## src/rtl/uart_rx_buffer.sv

```systemverilog
// UART frame buffer: syncs the receiver's level valid, pushes each new frame once into a FWFT FIFO.
// Latency: 3 clk from rx_valid first sampled to m_valid; frames arriving while full are dropped and flagged.

module fifo #(
  parameter int WIDTH = 8,
  parameter int DEPTH = 16
) (
  input  logic                       clk,
  input  logic                       rst,
  input  logic                       wr_vld,
  output logic                       wr_rdy,
  input  logic [WIDTH-1:0]           wr_dat,
  output logic                       rd_vld,
  input  logic                       rd_rdy,
  output logic [WIDTH-1:0]           rd_dat,
  output logic [$clog2(DEPTH):0]     count
);
  localparam int AW    = $clog2(DEPTH);
  localparam int CNT_W = AW + 1;

  logic [WIDTH-1:0] mem [DEPTH];
  logic [AW-1:0]    wr_ptr;
  logic [AW-1:0]    rd_ptr;
  logic             full;
  logic             wr;
  logic             rd;

  assign full   = (count == CNT_W'(DEPTH));
  assign rd_vld = (count != '0);
  assign rd     = rd_vld & rd_rdy;
  // A full FIFO still accepts a write when the head leaves in the same cycle.
  assign wr_rdy = ~full | rd;
  assign wr     = wr_vld & wr_rdy;
  assign rd_dat = mem[rd_ptr];

  always_ff @(posedge clk) begin
    if (rst) begin
      wr_ptr <= '0;
      rd_ptr <= '0;
      count  <= '0;
    end else begin
      if (wr) wr_ptr <= wr_ptr + AW'(1);
      if (rd) rd_ptr <= rd_ptr + AW'(1);
      case ({wr, rd})
        2'b10:   count <= count + CNT_W'(1);
        2'b01:   count <= count - CNT_W'(1);
        default: count <= count;
      endcase
    end
  end

  always_ff @(posedge clk) begin
    if (wr) mem[wr_ptr] <= wr_dat;
  end
endmodule

module uart_rx_buffer #(
  parameter int DATA_WIDTH = 8,
  parameter int DEPTH      = 16
) (
  input  logic                      clk,
  input  logic                      rst,
  input  logic [DATA_WIDTH-1:0]     rx_data,
  input  logic                      rx_valid,
  input  logic                      rx_parity_err,
  output logic [DATA_WIDTH-1:0]     m_data,
  output logic                      m_parity_err,
  output logic                      m_valid,
  input  logic                      m_ready,
  output logic [$clog2(DEPTH):0]    count,
  output logic                      full,
  output logic                      empty,
  output logic                      overflow,
  input  logic                      clr_overflow
);
  localparam int CNT_W = $clog2(DEPTH) + 1;

  logic s1, s2, s3;
  logic push_vld;
  logic push_rdy;

  // Sync stages come out of reset high so a valid already asserted is not seen as a new frame.
  always_ff @(posedge clk) begin
    if (rst) begin
      s1 <= 1'b1;
      s2 <= 1'b1;
      s3 <= 1'b1;
    end else begin
      s1 <= rx_valid;
      s2 <= s1;
      s3 <= s2;
    end
  end

  assign push_vld = s2 & ~s3;

  fifo #(
    .WIDTH (DATA_WIDTH + 1),
    .DEPTH (DEPTH)
  ) u_fifo (
    .clk    (clk),
    .rst    (rst),
    .wr_vld (push_vld),
    .wr_rdy (push_rdy),
    .wr_dat ({rx_parity_err, rx_data}),
    .rd_vld (m_valid),
    .rd_rdy (m_ready),
    .rd_dat ({m_parity_err, m_data}),
    .count  (count)
  );

  assign full  = (count == CNT_W'(DEPTH));
  assign empty = (count == '0);

  // A drop in the same cycle as a clear leaves the flag set.
  always_ff @(posedge clk) begin
    if (rst)
      overflow <= 1'b0;
    else if (push_vld & ~push_rdy)
      overflow <= 1'b1;
    else if (clr_overflow)
      overflow <= 1'b0;
  end
endmodule

```

## config.mk

```make
export PLATFORM = sky130hd
export DESIGN_NAME = uart_rx_buffer
export DESIGN_NICKNAME = d
export VERILOG_FILES = /design/src/rtl/uart_rx_buffer.sv
export SDC_FILE = /design/constraint.sdc
export NUM_CORES = 1
export LEC_CHECK = 0
export ABC_AREA = 1
export BUFFER_PORTS_ARGS = -buffer_cell sky130_fd_sc_hd__buf_2
export CELL_PAD_IN_SITES_DETAIL_PLACEMENT = 0
export CELL_PAD_IN_SITES_GLOBAL_PLACEMENT = 1
export CORE_MARGIN = 3
export CORE_UTILIZATION = 45
export CTS_CLUSTER_SIZE = 24
export DETAILED_ROUTE_END_ITERATION = 16
export PLACE_DENSITY_LB_ADDON = 0.05
export REMOVE_ABC_BUFFERS = 1
export SLEW_MARGIN = 20
export SYNTH_ARGS = -nofsm -noshare
export SYNTH_HDL_FRONTEND = slang
export SYNTH_HIERARCHICAL = 1
export SYNTH_SLANG_ARGS = --single-unit
export TNS_END_PERCENT = 50
```

## constraint.sdc

```tcl
create_clock -name clk -period 2.05 [get_ports clk]
set_input_delay 0.205 -clock clk [delete_from_list [all_inputs] [get_ports clk]]
set_output_delay 0.205 -clock clk [all_outputs]
set_load 0.01 [all_outputs]
```

---- Word level (Yosys, flattened, before mapping) ----
Memory sizes are Yosys's and may differ from the RTL's. A register that Yosys moved wholly into a read port is not among the register bits.
Index checks and enable logic that the tools add are counted.
word-level totals
  flip-flop bits (word level) ............. 17
  bits in writable memories ............... 144
  bits of input ports ..................... 14
  output and inout bits ................... 18
  word-level logic and storage cells ...... 34
  memories ................................ 1
memory list
  memory      words  bits a word  rd ports  clocked after memory_dff  write ports  RTL line  source
  u_fifo.mem  16     9            1         1                         1            21        logic [WIDTH-1:0] mem [DEPTH];
operators by class
  add/subtract/negate cells ............... 4
  eq/ne operators ......................... 3
  mux-type cells .......................... 7
  bitwise operators ....................... 8
  reductions and logical operators ........ 4
operator list
  kind                                                                 count
  5-bit case mux with 2 select lines                                   1
  4-bit by 1-bit adder with 4-bit output (second input constant)       2
  4-bit two-way mux                                                    2
  5-bit by 1-bit adder with 5-bit output (second input constant)       1
  5-bit == test (second input constant)                                1
  5-bit logical NOT                                                    1
  5-bit nonzero test                                                   1
  5-bit by 1-bit subtractor with 5-bit output (second input constant)  1
  1-bit AND                                                            4
  1-bit two-way mux                                                    4
  2-bit nonzero test                                                   2
  1-bit NOT                                                            3
  2-bit by 1-bit == test with 1-bit output (second input constant)     1
  2-bit == test (second input constant)                                1
  1-bit bitwise OR                                                     1

---- Logic depth before layout (Yosys ltp) ----
  depth in word-level cells ............... 6
  mapped depth ............................ 13
  mapped depth without buffers ............ 13

---- Modules after synthesis ----
The synthesis kept the hierarchy.
modules (own cells, without submodules)
  module          times used  cells each  area each (sq um)  sequential area each (sq um)
  fifo            1           584         6819.0             4664.5
  uart_rx_buffer  1           21          157.7              80.1

---- Least setup slack after synthesis ----
OpenSTA, ideal clock, no wires.
  path kind ............................... register to register
  start ................................... register u_fifo.count[0]
  end ..................................... memory u_fifo/mem[12][0] (netlist name), enable pin
  setup time .............................. 387 ps
  data arrival time ....................... 1657 ps
  required time ........................... 1663 ps
  setup slack ............................. 6 ps
  cell stages (with the launch flop) ...... 6
  buffers on the path ..................... 1
  period minus slack after synthesis ...... 2044 ps
  path through ............................ dfxtp_1 > nor2_2 > nand3_2 > nand2_2 > buf_4 > nor3_1
on the way
  word-level cells in the longest chain between the ends .. 6
  elaborated cells on any way between the ends .. 8
  classes of those cells .................. eq/ne: 1; mux: 2; bitwise: 4; reduce/logical: 1
ends and longest elaborated chain
  item                                                 RTL line  source
  start, declared                                      16        output logic [$clog2(DEPTH):0] count
  start signal, assigned                               45        2'b10: count <= count + CNT_W'(1);
  start signal, assigned                               46        2'b01: count <= count - CNT_W'(1);
  start signal, assigned                               47        default: count <= count;
  5-bit nonzero test or 5-bit == test (tied branches)  29, 28
  1-bit AND or 1-bit NOT (tied branches)               30, 32
  1-bit bitwise OR *                                   32        assign wr_rdy = ~full | rd;
  named net push_rdy                                   80        logic push_rdy;
  1-bit AND *                                          33        assign wr = wr_vld & wr_rdy;
  1-bit two-way mux *                                  53        if (wr) mem[wr_ptr] <= wr_dat;
  1-bit two-way mux (not written as such) *            53
  end, declared                                        21
The timed path passes the listed nets; every way through them passes the cells marked *.

==> results.cfg <==
[setup_path]
r2r-end = u_fifo/count[4]$_SDFFE_PP0P_
cp_cell_sequence = buf_12 > buf_12 > a21oi_1 > o21ai_0 > nand3_1 > nand3_1 > nand2_1 > buf_2
regToRegSetupSlack_ps = 210
crit_fanout = 28
crit_path_end_kind = output port
cp.arrival_ps = 1760
cp_slowest_cell = dfxtp_4
required_ps = 1850
critPathKind = reg2out
worst_r2r_path_depth = 13
timing.rr.start = u_fifo/count[2]$_SDFFE_PP0P_
critPathLaunchType = flop
slowest_delay_ps = 350

[hold_path]
hold_depth = 4
hold_end = overflow$_SDFFE_PP0P_
hold_path.class = in2reg
min_from = clr_overflow

[synth]
synthMuxAreaShare_pct = 0
synth_xor_xnor_area_share_pct = 0.251
synth_seq_cells = 165
ys_seq_area_share_pct = 68.0
synth_ff_type = edfxtp_1
synthCells = 605
syn_avg_cell_area_um2 = 11.5
synth_cell_types = 29
synth_edf_count = 144
yosys.area_share.simple_pct = 11.4
synth_compound_area_share_pct = 10.5
synth_top_family_by_area = simple AND/OR/NAND/NOR gates
syn-cell-area_mm2 = 0.00698
synth_fa_ha_area_share_pct = 1.72
ys_async_sr_fraction_pct = 0
yosysWarnings = 6

[placement]
place.gp.congestion = 0.792
dpl.hpwl_um = 9060
port_buffers = 31
dp.cells = 822

[drt]
route.vias.total = 4445
wl_per_cell_um = 17.0
drtIter0Drc = 271
drc = 0
vias_per_cell = 5.15
wirelength_um = 14700
postRouteAntennaNets = 0
drt-pass1-iter-count = 4

[timing]
setup_viol = 0
fmax_mhz = 510
rsz0062_at_grt = true
relSlewSlack_pct = 72.7
period_needed_ps = 1960
hold_ws_ps = 46.2
worstMarginPinSlew_ps = 407
finalHoldViolations = 0
tns_ps = 0
clock_skew_ps = 4.38
finalCritPeriodShare_pct = 95.6
finalMaxSlewViolations = 0

[power]
ir_worst_vdd_mv = 0.607
power_density_mw_per_mm2 = 1170
power_mw = 9.59
p_leak_nw = 3.14

[global_routing]
grt.total_usage_pct = 17.9
grt.overflow.total = 0
antenna_found_initial = 0
grt_max_degree = 73
grt_pass1_vias = 4226
grt_pass1_wl_um = 22600

[die]
die-area_mm2 = 0.0170
num_rows = 44
initial_core_util_pct = 46.9
dieWidth_um = 131
core_mm2 = 0.0149
die_h_um = 131
io_pins = 32

[cts]
cts_made_buffers = 17
htreeDepth = 4
clock_latency_ps = 420
clock_sinks = 165
cts_tree = yes
clock_path_buffers = 2
cts.clk_slew.worst_paths_ps = 60
cts_root_buf = clkbuf_16

[outcome]
status = complete, no violations

[job]
cap_violations = 0

[layout]
area_growth_pct = 17.8
insertedDiodeCount = 0
drive_above_1_share_pct = 18.3
utilization_pct = 55.3
instances_no_fill = 863
nNetsFinal = 689
[synthesized netlist by cell type (2+ instances only)]
master	n	share of area [%]
a21oi_1	43	3.1
buf_2	15	1.1
buf_4	2	0.22
buf_6	8	1.3
clkbuf_1	4	0.22
clkinv_1	2	0.11
dfxtp_1	21	6.0
edfxtp_1	144	62
ha_1	8	1.4
inv_1	95	5.1
nand2_1	60	3.2
nand2_2	3	0.27
nand3_1	60	4.3
nand3_2	3	0.43
nand4_1	2	0.18
nor2_1	29	1.6
nor3_1	14	1.0
o211ai_1	34	3.7
o211ai_2	2	0.36
o21ai_0	43	3.1
o21ai_1	2	0.14
or2_1	3	0.27
xor2_1	2	0.25
[area by class of cell]
class,count,area (um2)
Inverter,98,368
Fill cell,1280,6650
Clock buffer,23,468
Clock inverter,9,128
Tap cell,184,230
Timing Repair Buffer,72,566
Sequential cell,165,4750
Multi-Input combinational cell,312,1710
[registers in the layout (all words and copies together), names as in the netlist, named ones only]
signal and flops:
u_fifo/mem 144, u_fifo/count 5, u_fifo/rd_ptr 4, u_fifo/wr_ptr 4, overflow 1, s1 1
s2 1, s3 1
[cells in the final DEF (no fill, tap or decap), drive strengths merged]
master       instances
a21oi               44
edfxtp             144
nor3                14
bufinv               3
o211ai              36
ha                   8
clkbuf              25
fa                   1
clkinvlp             3
or2                  3
nand3b               1
nand3               63
inv                 96
dlygate4sd3          2
o21ai               45
clkinv               5
buf                 68
nor2                30
nand2               63
nand4                2
dfxtp               21
xor2                 2
[where the power goes]
part           switching, mW  internal, mW  leakage, nW
Combinational           1.50          1.07         1.39
Clock                   1.22          1.97        0.283
Sequential            0.0862          3.74         1.47
[through the flow]
| stage | worst slack [ps] | cell area, um2 |
|---|---|---|
| after floorplan | -1220 | 6780 |
| after global placement | 50.3 | 7470 |
| after detailed placement | 12.4 | 7470 |
| after CTS | 2.03 | 8090 |
| after global routing | -6.58 | 8220 |
| final | 89.9 | 8220 |
[layer usage]
layer  routed length, um  vias to the layer above  track usage [%]
met3                 504                       19             4.67
met1                6770                     2129             23.0
li1                    -                     2223                -
met4                 236                        0             5.63
met5                   0                        -                0
met2                7180                       74             30.0
[repair_timing]
| item | in CTS | in global routing |
|---|---|---|
| endpoints found under the hold margin | 2 | 0 |
| pin swaps | 0 | 6 |
| buffers inserted | 1 | 5 |
| hold buffers | 2 | 0 |
| resized for setup | 0 | 17 |
| gates cloned | 0 | 1 |
| endpoints found under the setup margin | 5 | 8 |
[cells by family after synthesis]
family | count (synthesis)
AOI/OAI and AO/OA | 125
and+or+nand+nor | 176
xor gates and xnor gates | 2
DFF | 165
adders and majority gates | 9
buffers and inverters | 128
[worst max-delay path: cells and delay by family, from the launching register on]
family	cells	cell delay [ps]
compound gates	2	250
flops	1	350
simple gates	3	290
buf+inv	3	410
[worst max path at each step]
stage                                   endpoint  slack (ps)                          from
finish                                 m_data[4]          90                          flop
global route                        m_parity_err          -7                          flop
CTS                 u_fifo/count[4]$_SDFFE_PP0P_           2  u_fifo/count[3]$_SDFFE_PP0P_
detailed placement  u_fifo/count[4]$_SDFFE_PP0P_          10  u_fifo/count[3]$_SDFFE_PP0P_
global placement    u_fifo/count[4]$_SDFFE_PP0P_          50  u_fifo/count[3]$_SDFFE_PP0P_
floorplan                              m_data[2]       -1220                          flop
(Power assumes the default switching activity.)
